===== config.mk =====
export PLATFORM = sky130hd
export DESIGN_NAME = sseg_scan_driver
export DESIGN_NICKNAME = d
export VERILOG_FILES = /design/src/rtl/sseg_scan_driver.sv
export SDC_FILE = /design/constraint.sdc
export NUM_CORES = 1
export LEC_CHECK = 0
export BUFFER_PORTS_ARGS = -buffer_cell sky130_fd_sc_hd__buf_2
export CELL_PAD_IN_SITES_DETAIL_PLACEMENT = 0
export CELL_PAD_IN_SITES_GLOBAL_PLACEMENT = 1
export CORE_ASPECT_RATIO = 1.75
export CORE_UTILIZATION = 42
export CTS_CLUSTER_SIZE = 12
export DETAILED_ROUTE_END_ITERATION = 8
export GPL_TIMING_DRIVEN = 0
export PLACE_DENSITY = 0.85
export SYNTH_ARGS = -nofsm -noshare
export SYNTH_HDL_FRONTEND = slang
export SYNTH_SLANG_ARGS = --single-unit

===== constraint.sdc =====
create_clock -name clk -period 3.6 [get_ports clk]
set_input_delay 0.36 -clock clk [delete_from_list [all_inputs] [get_ports clk]]
set_output_delay 0.36 -clock clk [all_outputs]
set_load 0.02 [all_outputs]

===== src/rtl/sseg_scan_driver.sv =====
// sseg_scan_driver: scanned 4-digit seven-segment driver stepped by rising edges of sclk; define SSEG_BLANK_EN for leading-zero blanking.
module sseg_scan_driver #(
    parameter logic ACTIVE_LOW = 1'b1
) (
    input  logic        clk,
    input  logic        rst,
    input  logic        sclk,
    input  logic [15:0] value,
    input  logic [3:0]  dp_in,
    output logic [3:0]  an,
    output logic [6:0]  seg,
    output logic        dp,
    output logic        frame
);
    localparam logic [15:0][6:0] HEX = {
        7'h71, 7'h79, 7'h5E, 7'h39, 7'h7C, 7'h77, 7'h6F, 7'h7F,
        7'h07, 7'h7D, 7'h6D, 7'h66, 7'h4F, 7'h5B, 7'h06, 7'h3F
    };
    logic        sclk_q, load_pending_q, frame_q, dp_o_q;
    logic [1:0]  idx_q;
    logic [15:0] val_q;
    logic [3:0]  dp_q, an_q, blank, en, nib, an_d;
    logic [6:0]  seg_q, seg_d;
    logic        tick, load, dp_d;
    assign tick = sclk & ~sclk_q;
    assign load = load_pending_q | (tick & (idx_q == 2'd3));
    assign nib  = val_q[{idx_q, 2'b00} +: 4];
`ifdef SSEG_BLANK_EN
    assign blank = {val_q[15:12] == 4'd0, val_q[15:8] == 8'd0, val_q[15:4] == 12'd0, 1'b0};
`else
    assign blank = 4'd0;
`endif
    assign en    = (4'b0001 << idx_q) & ~blank;
    assign an_d  = en ^ {4{ACTIVE_LOW}};
    assign seg_d = HEX[nib] ^ {7{ACTIVE_LOW}};
    assign dp_d  = (dp_q[idx_q] & en[idx_q]) ^ ACTIVE_LOW;
    always_ff @(posedge clk) begin
        if (rst) begin
            sclk_q         <= 1'b0;
            idx_q          <= 2'd0;
            load_pending_q <= 1'b1;
            val_q          <= 16'd0;
            dp_q           <= 4'd0;
            frame_q        <= 1'b0;
            an_q           <= {4{ACTIVE_LOW}};
            seg_q          <= {7{ACTIVE_LOW}};
            dp_o_q         <= ACTIVE_LOW;
        end else begin
            sclk_q <= sclk;
            if (tick) idx_q <= idx_q + 2'd1;
            if (load) begin
                val_q          <= value;
                dp_q           <= dp_in;
                load_pending_q <= 1'b0;
            end
            frame_q <= load;
            an_q    <= an_d;
            seg_q   <= seg_d;
            dp_o_q  <= dp_d;
        end
    end
    assign an    = an_q;
    assign seg   = seg_q;
    assign dp    = dp_o_q;
    assign frame = frame_q;
endmodule

# Word-level counts from Yosys, hierarchy flattened
# Memories as Yosys holds them, arrays and structs flattened.
# Cells that the tools add are included.
# op_classes
add_sub_neg,1
order_cmp,2
n_eq_ne,1
n_shift,2
n_mux,5
bitwise_logic,8
# op_table
op,n
$shiftx 16x5->4,1
$mux 7,1
$not 7->7,1
$lt 4x5->1 const B,1
$bmux 1 s2,2
$not 4->4,1
$shl 1x2->4 const A,1
$and 1x1->1,3
$lt 2x3->1 const B,1
$add 2x1->2 const B,1
$eq 2x2->1 const B,1
$mux 1,2
$not 1->1,2
$or 1x1->1,1
# word_totals
register_bits,37
mem_bits_ro,112
inputBits,23
output_inout_bits,13
word_cells,29
n_memories,1
# mem_list
memory,words,word_bits,read_ports,rd_clocked_by_memory_dff,write_ports,line_no,rtl
(name not given),16,7,1,0,0,35,assign seg_d = HEX[nib] ^ {7{ACTIVE_LOW}};

# Depth between registers and ports, before layout
# Gate-level depths: netlist (run 1).
# depth
ltp_word,5
ltp_mapped,7
ltp_nobuf,6

# Worst setup path after synthesis (run 1)
# No wires, ideal clock.
# synth_timing
path_type,flip-flop to flip-flop
from,register idx_q[0]
to,register seg_q[3] (netlist: seg[3])
setup_ns,0.120
t_arrival_ns,1.670
t_required_ns,3.480
path_slack_ns,1.810
stages_incl_launch_ff,7
path_buffers,1
period_less_slack_ns,1.790
cell_sequence,dfxtp_1 -> buf_6 -> mux4_2 -> ha_1 -> nor2_1 -> a21oi_1 -> o31a_1
# synth_via
elab_chain_len,4
# synth_rtl
item,line_no,rtl
"start, declared",20,logic [1:0] idx_q;
"start signal, assigned",50,if (tick) idx_q <= idx_q + 2'd1;
$shiftx 16x5->4,27,"assign nib = val_q[{idx_q, 2'b00} +: 4];"
$mem_v2 16x7,n/a,
$mux 7 (implied by the code),35,
$not 7->7 (no source line),n/a,
"end signal, assigned",46,seg_q <= {7{ACTIVE_LOW}};
"end signal, assigned",58,seg_q <= seg_d;
"end, declared",23,"logic [6:0] seg_q, seg_d;"
# No other way between the ends. The select of a mux whose other input is x is not followed.
# A chain may end at the register's enable or synchronous reset.

# Worst setup path in the final report (run 1)
# layout_timing
from,register idx_q[1]
to,register seg_q[3] (netlist: seg[3])
# The elaborated chain is that of the path after synthesis.

==> impl_metrics.toml, run 1 <==
[floorplanning]
start_util = 0.436
die_h_um = 83.2
die-area_mm2 = 0.00402
ios = 36
rows = 29
core_area_mm2 = 0.00363
dieWidth_um = 48.4

[grt]
grt_pass1_vias = 1210
grt_remaining_overflow = 0
grt_max_degree = 11
grt_first_pass_wirelength_mm = 5.45
grtUsageTotal = 0.180
antenna_found_initial = 0

[clock_network]
hold_buffers = 0
clock_latency_ps = 290
cts_tree = "done"
cts.sinks = 37
htree_num_levels = 2
path_clk_slew_ps = 70
root_buffer = "clkbuf_8"
cts_resized = 0
cts_max_path_buffers = 2
post_cts_buffers = 0
cts_inserted_buffers = 5

[synth]
synth-xor-area-share = 0.00554
yosys_warnings = 0
yosys-top-cells-area = "dfxtp_1, nand2_1, a21oi_1"
synth_nets = 210
yosysSeqAreaShare = 0.468
synthesis.area_mm2 = 0.00158
syn_area_per_cell_um2 = 8.94
ys_ff_latch = 37
yosysTopAreaCellShare = 0.468
synth-compound-area-share = 0.140
synthSimpleGateAreaFrac = 0.173
synth.area.mux_share = 0.0767
ys_types = 25
synth_top_area_cell = "dfxtp_1"
synthAdderAreaFrac = 0.0791
syn_inst = 177
synth_top_family_by_area = "simple AND/OR/NAND/NOR gates"

[min_path]
holdCritPathClass = "input port to register"
holdPathStages = 2

[final_layout]
regArea_um2 = 741
num_antenna_cells = 0
fin_area_mm2 = 0.00190
num-fill-cells = 368
final_common_cell = "nand2_1"
drive_above_1_share = 0.233
finish.net_count = 252
layout_common_cells = "nand2_1, dfxtp_1, buf_2"
area_growth_pct = 20.2
multiInputGateArea_um2 = 751

[sta]
setup_viol_count_final = 0
worst_pin_slew_ps = 514
hold_ws_ps = 282
hold_viol = 0
rsz0062_at_grt = "false"
slew_headroom = 0.657
fin_crit_sh = 0.536
fin_setup_tns_ps = 0
period_needed_ps = 1930
clock_skew_ps = 2.05
fmax_mhz = 519
slew_viol_final = 0

[worst_setup_path]
cp.depth = 6
critPathTopFamily = "multiplexers"
cp_cell_sequence = "clkbuf_1 > mux4_2 > ha_1 > nor2_1 > a21oi_1 > o31a_1"
worstPathArrival_ps = 2110
crit_path_max_fanout = 7
cp_slowest_cell = "mux4_2"
critPathKind = "register to register"
crit_required_ps = 3780
critPathMaxStageDelay_ps = 440
path_buf_inv = 1
critPathLaunchType = "register"
worst_setup_path_end_kind = "register"
reg2reg_depth = 6

[pwr]
power.switching_mw = 0.246
seqPwrFrac = 0.496
cellLeakagePower_nw = 0.791
swShare = 0.271
clockPowerShare = 0.319
power_per_cell_area_mw_per_mm2 = 479
intPower_mw = 0.663
ir_drop_uv = 301
p_comb_frac = 0.185

[placement]
dpl-instance-area_mm2 = 0.00181
io_buffers = 35
dp_hpwl_mm = 2.49
gp_congestion = 0.769

[routing]
post-route-drc-count = 0
viasPerCell = 4.76
routed_wl_mm = 3.22
vias = 1262
routedWlPerCell_um = 12.1
drtAntennaViolNets = 0
firstDrtPassIters = 4
dr.first_iter.drc_count = 21

[flow_run]
cap_violations = 0

[run_status]
status = "finished, final reports clean"
==> synthesized netlist by cell type <==
library cell  count
o221ai_1          1
o22ai_1           1
nor2_1            8
buf_6             3
a21oi_1          26
clkbuf_1          9
o211ai_1          3
o21ai_1           3
o21ai_0           2
a21o_1            1
nand3_1           3
xnor2_1           1
nand2b_4          2
and3b_1           1
nand2_1          48
a31oi_1           2
o31a_1            1
mux4_2            4
mux2_2            1
nor2b_1           2
ha_1             10
clkinv_1          1
dfxtp_1          37
mux2i_1           2
inv_1             5
==> metrics by stage <==
| stage | cells | setup WS (ps) | total power, mW | utilization |
|---|---|---|---|---|
| 2_1_floorplan | 177 | 1810 | 0.579 | - |
| 3_3_place_gp | 258 | 1670 | 0.629 | 0.500 |
| 3_5_place_dp | 258 | 1670 | 0.631 | 0.500 |
| 4_1_cts | 265 | 1660 | 0.919 | 0.524 |
| 5_1_grt | 265 | 1540 | 0.955 | 0.524 |
| 6_report | 265 | 1670 | 0.910 | 0.524 |
==> flip-flops by register name (all words and copies together), names as in the netlist <==
register        count
val_q              16
seg                 7
an                  4
dp_q                4
idx_q               2
dp                  1
frame               1
load_pending_q      1
sclk_q              1
==> area by class of cell <==
cell class,count,share of cell area
multi-input combinational,122,0.395
clock buffer,7,0.0454
tap,46,0.0303
timing repair buffer,35,0.0922
buffer,12,0.0355
inverter,6,0.0118
sequential,37,0.390
==> power by group through the flow <==
| stage | registers [mW] | logic, mW | clock network (mW) |
|---|---|---|---|
| after floorplan | 0.478 | 0.102 | 0 |
| after global placement | 0.460 | 0.169 | 0 |
| after detailed placement | 0.460 | 0.170 | 0 |
| after CTS | 0.451 | 0.171 | 0.297 |
| after global routing | 0.454 | 0.188 | 0.313 |
| final | 0.451 | 0.169 | 0.290 |
==> cell families (layout without fill, tap and decap cells) <==
kind of cell,Yosys count,in the layout
multiplexers,7,7
buffers and inverters,18,60
AND/OR/NAND/NOR,64,64
XOR/XNOR,1,1
adder cells (fa/ha/maj),10,10
AO/OA/AOI/OAI,40,40
flip-flops,37,37
==> metal layers <==
layer  wire length, um  up-vias  global-route usage
li1                  -      670                   -
met1              1240      555               0.180
met2              1780       29               0.334
met3               105        8              0.0385
met4                85        0              0.0963
met5                 0        -                   0
==> worst paths after layout <==
kind,start,end,slack [ps]
hold / removal,rst,load_pending_q,280
setup / recovery,idx_q[1],seg[3],1670
hold reg to reg,val_q[12],val_q[12],460
setup reg to reg,idx_q[1],seg[3],1670
Note: power is estimated with default switching activity, not from simulation.
==> inputs of run 2 (changes only) <==
Settings changed: ABC_AREA from default to 1, CORE_UTILIZATION 42 to 38, PLACE_DENSITY 0.85 to 0.8.
Clock period 3.6 ns to 1.8 ns, I/O delays scaled along.
==> impl_metrics.toml, run 2 <==
[run_status]
status = "finished, final reports clean"

[worst_setup_path]
cp.depth = 11
critPathLaunchType = "register"
reg2reg_depth = 11
crit_path_max_fanout = 11
cp_slowest_cell = "dfxtp_2"
path_buf_inv = 4
worst_setup_path_end_kind = "register"
critPathTopFamily = "buffers and inverters"
critPathMaxStageDelay_ps = 370
critPathKind = "register to register"
worstPathArrival_ps = 1780
crit_required_ps = 1980
cp_cell_sequence = "inv_2 > buf_6 > nand2_1 > nand3_1 > nand2_2 > inv_1 > ha_1 > inv_1 > nor2_2 > a21oi_2 > nand2_1"

[synth]
synth-compound-area-share = 0.0876
synth-xor-area-share = 0
syn_inst = 216
syn_area_per_cell_um2 = 7.61
synth_edf_count = 0
yosys_warnings = 0
synthArstFlopShare = 0
synthesis.area_mm2 = 0.00164
synth.area.mux_share = 0
synthSimpleGateAreaFrac = 0.318
synth_commonest_cells = "nand2_1, nor2_1, dfxtp_1"
yosysTopAreaCellShare = 0.451
synth_most_common_cell = "nand2_1"
ys_types = 20
synth_nets = 249
synthAdderAreaFrac = 0.0762
synth_top_area_cell = "dfxtp_1"
synth_top_family_by_area = "simple AND/OR/NAND/NOR gates"
yosysSeqAreaShare = 0.451
ys_ff_latch = 37
dominantRegCellSynth = "dfxtp_1"
yosys-top-cells-area = "dfxtp_1, nand2_1, nor2_1"

[final_layout]
num_antenna_cells = 0
regArea_um2 = 743
finish.net_count = 293
multiInputGateArea_um2 = 796
top_register = "val_q"
area_growth_pct = 22.8
final_common_cell = "nor2_1"
layout_common_cells = "nor2_1, nand2_1, buf_2"
largest_reg_flops = 16
drive_above_1_share = 0.257
num-fill-cells = 437

[grt]
grt_first_pass_wirelength_mm = 5.94
use_met2 = 0.309
top_usage_layer = "met2"
grtUsageTotal = 0.175
grt_max_degree = 12
antenna_found_initial = 0
grt_pass1_vias = 1317
use_met3 = 0.0408
grt_use_met1 = 0.195
grt_remaining_overflow = 0

[clock_network]
cts_tree = "done"
hold_buffers = 0
htree_num_levels = 2
clock_latency_ps = 280
path_clk_slew_ps = 70
cts_inserted_buffers = 5
root_buffer = "clkbuf_8"
cts_max_path_buffers = 2
cts.sinks = 37

[routing]
viasPerCell = 4.66
routedWlPerCell_um = 11.1
routed_wl_mm = 3.46
vias = 1445
firstDrtPassIters = 4
dr.first_iter.drc_count = 28
drtAntennaViolNets = 0
post-route-drc-count = 0

[placement]
io_buffers = 35
dp_hpwl_mm = 2.63
gp_congestion = 0.762

[sta]
slew_viol_final = 0
slew_headroom = 0.773
hold_ws_ps = 113
rsz0062_at_grt = "false"
fmax_mhz = 625
fin_setup_tns_ps = 0
worst_pin_slew_ps = 341
hold_viol = 0
period_needed_ps = 1600
setup_viol_count_final = 0
clock_skew_ps = 5.22
fin_crit_sh = 0.889

[pwr]
ir_drop_uv = 729
clockPowerShare = 0.350
intPower_mw = 1.51
power_per_cell_area_mw_per_mm2 = 1030
seqPwrFrac = 0.444
swShare = 0.277
cellLeakagePower_nw = 0.965
p_comb_frac = 0.206
power.switching_mw = 0.577

[floorplanning]
die_h_um = 89.0
die-area_mm2 = 0.00460
dieWidth_um = 51.7
core_area_mm2 = 0.00415
start_util = 0.396
rows = 31
ios = 36

[min_path]
holdPathStages = 3
holdCritPathClass = "input port to register"

[flow_run]
cap_violations = 0
## run 2: changes by cell type after synthesis, sizes merged, moves of 3 or more
cell | previous run | this run
o211ai | 3 | 0
a21oi | 26 | 6
o21ai | 5 | 22
inv | 5 | 15
nor2 | 8 | 42
nand3 | 3 | 27
mux4 | 4 | 0
clkbuf | 9 | 4
## run 2: layer usage
metal / part of all wire / up-vias
li1: - / 781
met1: 0.41 / 627
met2: 0.53 / 29
met3: 0.031 / 8
met4: 0.024 / 0
met5: 0 / -
## run 2: worst register-to-register path, cell delays in order, from the launching register on
cell and delay, ps:
dfxtp_2 370, inv_2 70, buf_6 140, nand2_1 60, nand3_1 70, nand2_2 120, inv_1 80, ha_1 240
inv_1 90, nor2_2 50, a21oi_2 140, nand2_1 60
## run 2: what timing repair did
action	CTS	global route
buffers inserted	0	2
endpoints found under the setup margin	2	9
pin swaps	0	1
resized for setup	1	3
## run 2: logic make-up (layout without fill, tap and decap cells)
group	Yosys count	in the layout
buffers and inverters	24	69
flip-flops	37	37
adder cells (fa/ha/maj)	10	10
AO/OA/AOI/OAI	28	28
AND/OR/NAND/NOR	117	117
## run 2: cell type report
cell class / instances / share of cell area
Sequential cell: 37 / 0.368
Timing Repair Buffer: 37 / 0.0942
Buffer: 9 / 0.0273
Clock inverter: 1 / 0.0149
Clock buffer: 7 / 0.0428
Multi-Input combinational cell: 155 / 0.394
Tap cell: 49 / 0.0304
Inverter: 15 / 0.0279
## run 2: power by group through the flow
stage                     clock [mW]  sequential [mW]  combinational, mW
after floorplan                    0            0.982              0.256
after global placement             0            0.941              0.416
after detailed placement           0            0.942              0.418
after CTS                      0.755            0.924              0.422
after global routing           0.784            0.932              0.496
final                          0.730            0.924              0.428
## run 2: stage by stage
| stage | power [mW] | worst slack (ps) | utilization | cell area, um^2 | std cells |
|---|---|---|---|---|---|
| global placement | 1.36 | 33.0 | 0.453 | 1880 | 300 |
| CTS | 2.10 | 53.4 | 0.481 | 2000 | 308 |
| finish | 2.08 | 201 | 0.486 | 2020 | 310 |
| detailed placement | 1.36 | 10.1 | 0.453 | 1880 | 300 |
| global route | 2.21 | 11.9 | 0.486 | 2020 | 310 |
| floorplan | 1.24 | 237 | - | 1640 | 216 |
## run 2: path summary, 6_finish.rpt
path	startpoint	endpoint	slack (ps)
min	value[2]	val_q[2]	110
max	idx_q[0]	seg[0]	200
min reg2reg	val_q[7]	val_q[7]	450
max reg2reg	idx_q[0]	seg[0]	200
==> inputs of run 3 (changes only) <==
Settings changed: SETUP_SLACK_MARGIN from default to 0.3.
==> impl_metrics.toml, run 3 (synthesis results as in run 2) <==
[worst_setup_path]
critPathLaunchType = "register"
crit_required_ps = 1980
crit_path_max_fanout = 6
worstPathArrival_ps = 1640
critPathMaxStageDelay_ps = 370
worst_setup_path_end_kind = "register"
cp_cell_sequence = "inv_4 > buf_6 > nand2_2 > nand3_2 > nand2_4 > ha_4 > nand3b_1 > nand3_2 > nand2_1 > nand2_1"
cp_slowest_cell = "dfxtp_4"
critPathKind = "register to register"

[grt]
grt_max_degree = 12
grtUsageTotal = 0.188
grt_pass1_vias = 1359
grt_first_pass_wirelength_mm = 6.23
grt_remaining_overflow = 0
antenna_found_initial = 0

[sta]
slew_viol_final = 0
fmax_mhz = 687
slew_headroom = 0.781
setup_viol_count_final = 0
hold_viol = 0
hold_ws_ps = 102
rsz0062_at_grt = "true"
fin_setup_tns_ps = 0
period_needed_ps = 1460
worst_pin_slew_ps = 329
fin_ws_ps = 344
clock_skew_ps = 4.37
fin_crit_sh = 0.809

[floorplanning]
dieWidth_um = 51.7
die_h_um = 89.0
start_util = 0.396
ios = 36
rows = 31
die-area_mm2 = 0.00460
core_area_mm2 = 0.00415

[pwr]
seqPwrFrac = 0.415
clockPowerShare = 0.335
intPower_mw = 1.58
p_comb_frac = 0.250
power.switching_mw = 0.646
cellLeakagePower_nw = 1.07
total_power_mw = 2.23
swShare = 0.290
ir_drop_uv = 546
power_per_cell_area_mw_per_mm2 = 982

[final_layout]
drive_above_1_share = 0.375
largest_reg_flops = 16
final_common_cell = "nor2_1"
finish.net_count = 309
final_cells = 326
top_register = "val_q"
area_growth_pct = 38.1
num-fill-cells = 399
num_antenna_cells = 0
regArea_um2 = 748
multiInputGateArea_um2 = 906
layout_common_cells = "nor2_1, nand2_1, buf_2"

[clock_network]
htree_num_levels = 2
cts.sinks = 37
hold_buffers = 0
root_buffer = "clkbuf_8"
cts_max_path_buffers = 2
cts_inserted_buffers = 5
cts_tree = "done"
path_clk_slew_ps = 70
clock_latency_ps = 290

[routing]
routed_wl_mm = 3.87
post-route-drc-count = 0
viasPerCell = 4.75
firstDrtPassIters = 4
routedWlPerCell_um = 11.9
drtAntennaViolNets = 0
vias = 1547
dr.first_iter.drc_count = 19

[placement]
dpl.cell_count = 300
io_buffers = 35
gp_congestion = 0.754
place_ws_ps = 83.0
dp_hpwl_mm = 2.59

[min_path]
holdCritPathClass = "input port to register"

[run_status]
status = "finished, final reports clean"

[flow_run]
cap_violations = 0
## run 3: cell types whose count changed in the layout (fill, tap and decap cells not counted), sizes merged
| cell | change |
|---|---|
| buf | +16 |
## run 3: repair_timing
| item | 4_1_cts | 5_1_grt |
|---|---|---|
| gates resized for setup | 18 | 20 |
| setup endpoints to repair | 27 | 26 |
| buffers inserted | 6 | 12 |
| pin swaps | 3 | 12 |
| cloned | 0 | 0 |
## run 3: layout make-up
type,instances,area share
tap,49,0.0270
clock buffer,7,0.0381
multi-input combinational,155,0.399
buffer,9,0.0259
inverter,15,0.0281
clock inverter,1,0.0132
timing repair buffer,53,0.138
sequential,37,0.330
## run 3: per-layer routing
layer  GRT usage  vias to the layer above  share of wire
met2       0.322                       35           0.53
met4       0.120                        0          0.036
met3      0.0425                       13          0.027
met1       0.204                      687           0.41
met5           0                        -              0
li1            -                      812              -
## run 3: path summary, 6_finish.rpt
check / startpoint / to / slack [ps] / depth (start not counted)
max: idx_q[0] / seg[3] / 340 / 10
min: value[5] / val_q[5] / 100 / 3
max reg2reg: idx_q[0] / seg[3] / 340 / 10
min reg2reg: val_q[11] / val_q[11] / 450 / 2
## run 3: worst max-delay path, delay by kind of cell (launching register included)
family | cells | cell delay (ps)
adder cells (fa/ha/maj) | 1 | 270
buffers and inverters | 2 | 180
flip-flops | 1 | 370
AND/OR/NAND/NOR | 7 | 530
## run 3: power by group through the flow
stage / Sequential [mW] / Clock, mW / Combinational, mW
global placement: 0.942 / 0 / 0.418
global route: 0.933 / 0.796 / 0.626
detailed placement: 0.943 / 0 / 0.419
floorplan: 0.983 / 0 / 0.257
finish: 0.924 / 0.746 / 0.556
CTS: 0.924 / 0.762 / 0.474
## run 3: through the flow
stage | utilization | area [um^2]
floorplan | - | 1650
global route | 0.547 | 2270
CTS | 0.508 | 2110
finish | 0.547 | 2270
detailed placement | 0.454 | 1880
global placement | 0.454 | 1880
